`config.mk`:
```
export PLATFORM = sky130hd
export DESIGN_NAME = ps2_cmd_arbiter
export DESIGN_NICKNAME = d
export VERILOG_FILES = /design/src/rtl/ps2_cmd_arbiter.sv
export SDC_FILE = /design/constraint.sdc
export NUM_CORES = 1
export LEC_CHECK = 0
export ABC_AREA = 1
export CORE_ASPECT_RATIO = 1.4
export CORE_MARGIN = 2
export CORE_UTILIZATION = 52
export CTS_BUF_LIST = sky130_fd_sc_hd__clkbuf_4
export CTS_CLUSTER_DIAMETER = 80
export DETAILED_ROUTE_END_ITERATION = 10
export PLACE_DENSITY_LB_ADDON = 0.05
export REMOVE_ABC_BUFFERS = 1
export SYNTH_ARGS = -nofsm -noshare
export SYNTH_HDL_FRONTEND = slang
export SYNTH_SLANG_ARGS = --single-unit
```
`constraint.sdc`:
```
create_clock -name CLK -period 2.1 [get_ports CLK]
set_input_delay 0.42 -clock CLK [delete_from_list [all_inputs] [get_ports CLK]]
set_output_delay 0.42 -clock CLK [all_outputs]
set_load 0.05 [all_outputs]
```
`src/rtl/ps2_cmd_arbiter.sv`:
```
// Round-robin arbiter sharing one PS/2 transmitter/receiver pair between two command requesters.
// Define PS2_ARB_RETRY_EN to re-send on FE or timeout, up to MAX_RETRY times.
module ps2_cmd_arbiter #(
  parameter int TIMEOUT_CYCLES = 50000,
  parameter int MAX_RETRY      = 2
) (
  input  logic       CLK,
  input  logic       RESET,
  input  logic       REQ0_VALID,
  input  logic [7:0] REQ0_BYTE,
  input  logic       REQ1_VALID,
  input  logic [7:0] REQ1_BYTE,
  output logic       REQ0_DONE,
  output logic       REQ1_DONE,
  output logic [1:0] REQ_RESP,
  output logic [1:0] GRANT,
  output logic       BUSY,
  output logic       SEND_BYTE,
  output logic [7:0] BYTE_TO_SEND,
  input  logic       BYTE_SENT,
  output logic       READ_ENABLE,
  input  logic [7:0] BYTE_READ,
  input  logic [1:0] BYTE_ERROR_CODE,
  input  logic       BYTE_READY
);

  typedef enum logic [4:0] {
    IDLE      = 5'b00001,
    SEND      = 5'b00010,
    WAIT_SENT = 5'b00100,
    WAIT_ACK  = 5'b01000,
    DONE      = 5'b10000
  } state_e;

  localparam logic [1:0]  RESP_ACK   = 2'b00;
  localparam logic [1:0]  RESP_NACK  = 2'b01;
  localparam logic [1:0]  RESP_TMO   = 2'b10;
  localparam logic [1:0]  RESP_RXERR = 2'b11;
  localparam logic [16:0] TMO_LAST   = 17'(TIMEOUT_CYCLES - 1);

  state_e      state_q, state_d;
  logic [1:0]  grant_q, grant_d;
  logic [7:0]  byte_q, byte_d;
  logic [1:0]  resp_q, resp_d;
  logic [16:0] timer_q, timer_d;
  logic        last_grant_q, last_grant_d;
  logic        send_q, send_d;
  logic        rd_en_q, rd_en_d;
  logic        busy_q, busy_d;
  logic        done0_q, done0_d;
  logic        done1_q, done1_d;

  logic        tmo;
  logic        win1;
  logic        retry_evt;
  logic [1:0]  evt_code;

`ifdef PS2_ARB_RETRY_EN
  localparam logic [2:0] RETRY_LIMIT = 3'(MAX_RETRY);
  logic [2:0] retry_q, retry_d;
`else
  logic unused_max_retry;
  assign unused_max_retry = |3'(MAX_RETRY);
`endif

  assign tmo = (timer_q == TMO_LAST);

  // Next-state: arbitration, handshake sequencing and response decode
  always_comb begin
    state_d      = state_q;
    grant_d      = grant_q;
    byte_d       = byte_q;
    resp_d       = resp_q;
    last_grant_d = last_grant_q;
    win1         = 1'b0;
    retry_evt    = 1'b0;
    evt_code     = RESP_NACK;
`ifdef PS2_ARB_RETRY_EN
    retry_d      = retry_q;
`endif
    unique case (state_q)
      IDLE: begin
        if (REQ0_VALID || REQ1_VALID) begin
          // On a tie the requester that did not own the bus last time wins
          win1    = REQ1_VALID && (!REQ0_VALID || !last_grant_q);
          grant_d = win1 ? 2'b10 : 2'b01;
          byte_d  = win1 ? REQ1_BYTE : REQ0_BYTE;
          state_d = SEND;
`ifdef PS2_ARB_RETRY_EN
          retry_d = 3'd0;
`endif
        end
      end
      SEND: state_d = WAIT_SENT;
      WAIT_SENT: begin
        if (BYTE_SENT) begin
          state_d = WAIT_ACK;
        end else if (tmo) begin
          retry_evt = 1'b1;
          evt_code  = RESP_TMO;
        end
      end
      WAIT_ACK: begin
        if (BYTE_READY) begin
          if (BYTE_ERROR_CODE != 2'b00) begin
            state_d = DONE;
            resp_d  = RESP_RXERR;
          end else if (BYTE_READ == 8'hFA) begin
            state_d = DONE;
            resp_d  = RESP_ACK;
          end else if (BYTE_READ == 8'hFE) begin
            retry_evt = 1'b1;
            evt_code  = RESP_NACK;
          end else begin
            state_d = DONE;
            resp_d  = RESP_NACK;
          end
        end else if (tmo) begin
          retry_evt = 1'b1;
          evt_code  = RESP_TMO;
        end
      end
      DONE: begin
        last_grant_d = grant_q[1];
        grant_d      = 2'b00;
        state_d      = IDLE;
      end
      default: state_d = IDLE;
    endcase

    if (retry_evt) begin
`ifdef PS2_ARB_RETRY_EN
      if (retry_q < RETRY_LIMIT) begin
        retry_d = retry_q + 3'd1;
        state_d = SEND;
      end else begin
        state_d = DONE;
        resp_d  = evt_code;
      end
`else
      state_d = DONE;
      resp_d  = evt_code;
`endif
    end
  end

  // Registered outputs are decoded from the next state so they align with it
  always_comb begin
    send_d  = (state_d == SEND);
    rd_en_d = (state_d == WAIT_SENT) || (state_d == WAIT_ACK);
    busy_d  = (state_d != IDLE);
    done0_d = (state_d == DONE) && grant_d[0];
    done1_d = (state_d == DONE) && grant_d[1];
    timer_d = 17'd0;
    if ((state_d == state_q) && rd_en_d) begin
      timer_d = timer_q + 17'd1;
    end
  end

  always_ff @(posedge CLK or posedge RESET) begin
    if (RESET) begin
      state_q      <= IDLE;
      grant_q      <= 2'b00;
      byte_q       <= 8'hFF;
      resp_q       <= RESP_ACK;
      timer_q      <= 17'd0;
      last_grant_q <= 1'b1;
      send_q       <= 1'b0;
      rd_en_q      <= 1'b0;
      busy_q       <= 1'b0;
      done0_q      <= 1'b0;
      done1_q      <= 1'b0;
    end else begin
      state_q      <= state_d;
      grant_q      <= grant_d;
      byte_q       <= byte_d;
      resp_q       <= resp_d;
      timer_q      <= timer_d;
      last_grant_q <= last_grant_d;
      send_q       <= send_d;
      rd_en_q      <= rd_en_d;
      busy_q       <= busy_d;
      done0_q      <= done0_d;
      done1_q      <= done1_d;
    end
  end

`ifdef PS2_ARB_RETRY_EN
  always_ff @(posedge CLK or posedge RESET) begin
    if (RESET) begin
      retry_q <= 3'd0;
    end else begin
      retry_q <= retry_d;
    end
  end
`endif

  assign REQ0_DONE    = done0_q;
  assign REQ1_DONE    = done1_q;
  assign REQ_RESP     = resp_q;
  assign GRANT        = grant_q;
  assign BUSY         = busy_q;
  assign SEND_BYTE    = send_q;
  assign BYTE_TO_SEND = byte_q;
  assign READ_ENABLE  = rd_en_q;

endmodule
```
==> key figures <==
Outcome
  – Status: complete, no violations

Critical path
  – Top delay family on crit path: buffers and inverters
  – Crit. End Element: output pin
  – Req. time, crit path: 1.68 ns
  – Worst setup SP type: flop
  – R2R cell count: 12
  – Crit path largest cell delay: 0.82 ns
  – Reg2reg end: timer_q[16]$_DFF_PP0_
  – CP arrival: 1.55 ns
  – CP Cell Sequence: clkdlybuf4s50_1
  – Worst reg2reg startpoint: timer_q[0]$_DFF_PP0_
  – Crit-path max FO: 3
  – Reg2reg setup slack: 0.25 ns
  – CP Class: flop to output pin
  – CP max-delay cell: clkdlybuf4s50_1
  – Bufs and invs on worst path: 1

Clock tree
  – # H-tree levels: 2
  – Post-CTS sizing: 5
  – Cts-stage hold buffer count: 0
  – CTS tree: done
  – Clock sinks: 40
  – Worst-Skew Late Latency: 0.34 ns
  – Clk buf depth: 2
  – Clock-pin slew on the worst setup and hold paths: 0.12 ns
  – Num CTS Buffers: 5
  – Post-CTS setup buffer count: 0
  – Clock root cell: clkbuf_4

Floorplanning
  – Die Span X: 59.4 um
  – Core area: 4170 um2
  – Io pins: 49
  – # rows: 28
  – Initial Util: 53.6%
  – Die Y: 81.6 um
  – Full die area: 4850 um2

Synth
  – Most instantiated cells after synthesis: nand2_1 (48), nor2_1 (38), inv_1 (33)
  – Main synth FF type: dfrtp_1
  – Fraction of registers with async set/reset: 100%
  – Synth area leaders: dfrtp_1 (34%), dfstp_2 (12%), nand2_1 (8.1%)
  – Area leader, netlist: dfrtp_1
  – Mapped Area: 2230 um2
  – Syn_area_per_cell: 8.59 um2
  – Register area share after synthesis: 45.4%
  – Gate count of the mapped netlist: 260
  – Area share of the largest cell type after synthesis: 33.6%
  – Yosys cell types: 32
  – Register bit total from synthesis: 40
  – Most frequent cell after synthesis: nand2_1
  – Post-synth EDFFs: 0
  – Yosys warning total: 0

Timing
  – Final setup viols: 0
  – Worst rel slew slack: 65.4%
  – Setup Skew: 0.00743 ns
  – Hold Fails Final Rpt: 0
  – Fin Setup TNS: 0 ns
  – Worst-Margin Slew: 0.518 ns
  – Max Slew Vio Count: 0
  – Tcrit/Tclk final: 93.7%
  – Shortest period the worst path allows: 1.97 ns
  – Unrepaired setup endpoints after global routing: false
  – Fmax: 508 MHz

Cells and area
  – Layout area overhead: 28.4%
  – Antenna cell count: 0
  – Multi-input logic area: 1060 um2
  – Cell Count, Final, Fillers Out: 368
  – # fillers: 347
  – Final #Nets: 355
  – Reg area: 1010 um2
  – Share of layout cells above drive strength 1: 20.7%

Placement
  – Routability cong.: 0.820
  – Placed Cells incl. Taps: 360
  – PortBufs: 48
  – HPWL Detailed: 3360 um

Job
  – MaxCap Viol Count: 0

Power and ir drop
  – Maximum VDD drop: 0.000696 V
  – Leak pwr: 1.28 nW
  – Power density over the cells: 1060 nW/um2

GRT
  – Initial antenna violation count: 0
  – Pin count of the biggest net entering global routing: 41
  – Gr ovfl total: 0
  – First-pass GRT wire length: 7070 um
  – Vias in the first global route: 1,755
  – Gr usage total: 18.9%

Routing
  – Post-DRT Antenna Nets: 0
  – DR WL/cell: 11.4 um
  – DRC Markers: 0
  – Initial DRC count: 41
  – DR vias: 1,856
  – Via/cell ratio: 5.04
  – Pre-antenna DRT Iters: 4
  – Final wirelength: 4200 um

Hold path
  – Hold Crit Class: input pin to asynchronous set/reset pin
-- stage by stage --
stage	worst slack [ns]	utilization (%)	hold slack, ns	area (um2)	total power [mW]
2_1_floorplan	0.309	-	0.433	2210	2.20
3_3_place_gp	-0.00863	67.6	0.449	2820	2.70
3_5_place_dp	-0.0483	67.6	0.465	2820	2.71
4_1_cts	0.112	68.8	0.482	2870	3.07
5_1_grt	0.0628	68.8	0.504	2870	3.22
6_report	0.131	68.8	0.480	2870	3.04
-- metal layers --
metal / part of all wire, % / global-route usage, % / vias to the layer above
met5: 0 / 0 / -
met1: 40 / 19.7 / 862
li1: - / - / 957
met2: 56 / 35.5 / 31
met3: 3.3 / 4.57 / 6
met4: 1.3 / 7.27 / 0
-- layout by cell type (no fill, tap or decap), types with 2 or more instances in the layout --
| master | instances |
|---|---|
| o21ai_0 | 7 |
| dfstp_2 | 10 |
| inv_2 | 2 |
| nand2_2 | 9 |
| nor2_1 | 38 |
| nor2_2 | 4 |
| nand2_1 | 48 |
| nor2_4 | 12 |
| nor3_1 | 4 |
| inv_1 | 33 |
| buf_4 | 11 |
| nand4_1 | 11 |
| clkdlybuf4s50_1 | 40 |
| clkinv_1 | 2 |
| xor2_1 | 9 |
| nand3_4 | 2 |
| dlygate4sd2_1 | 5 |
| nand3_1 | 15 |
| clkbuf_4 | 6 |
| nand3_2 | 3 |
| a31oi_1 | 8 |
| dfrtp_1 | 30 |
-- logic make-up after synthesis --
family / after synthesis / share of synthesized area (%)
simple gates: 151 / 37.6
flops: 40 / 45.4
fa+ha+maj: 1 / 0.560
xor+xnor: 10 / 3.92
compound gates: 20 / 5.43
buf+inv: 38 / 7.17
-- worst max path at each step --
stage	startpoint	end	slack, ns	cells past startpoint
finish	GRANT[1]$_DFF_PP0_	GRANT[1]	0.13	1
global route	timer_q[0]$_DFF_PP0_	timer_q[16]$_DFF_PP0_	0.06	11
global placement	BYTE_READ[1]	timer_q[16]$_DFF_PP0_	-0.009	12
CTS	GRANT[1]$_DFF_PP0_	GRANT[1]	0.11	1
detailed placement	BYTE_READ[3]	timer_q[16]$_DFF_PP0_	-0.05	12
floorplan	timer_q[0]$_DFF_PP0_	timer_q[0]$_DFF_PP0_	0.31	11
-- cell type report --
cell class | instances | share of cell area [%]
multi-input combinational | 182 | 37.0
sequential | 40 | 35.3
inverter | 36 | 4.71
tap | 45 | 1.96
timing repair buffer | 57 | 19.1
clock buffer | 6 | 1.57
clock inverter | 2 | 0.392
-- state kept, by name (all words and copies together), names as in the netlist, 2 cells and up --
register / cells
timer_q: 17
BYTE_TO_SEND: 8
state_q: 5
GRANT: 2
REQ_RESP: 2
-- worst reg2reg max path, delay by kind of cell, from the launching register on --
family / cells / cell delay (ns)
adder cells (fa/ha/maj): 1 / 0.21
buffers and inverters: 1 / 0.17
flip-flops: 1 / 0.40
AND/OR/NAND/NOR: 10 / 1.00
-- power breakdown --
group | internal (mW) | total (mW) | switching [mW]
Sequential | 1.02 | 1.13 | 0.106
Clock | 0.141 | 0.388 | 0.247
Combinational | 0.504 | 1.52 | 1.02
Note: power is estimated with default switching activity, not from simulation.
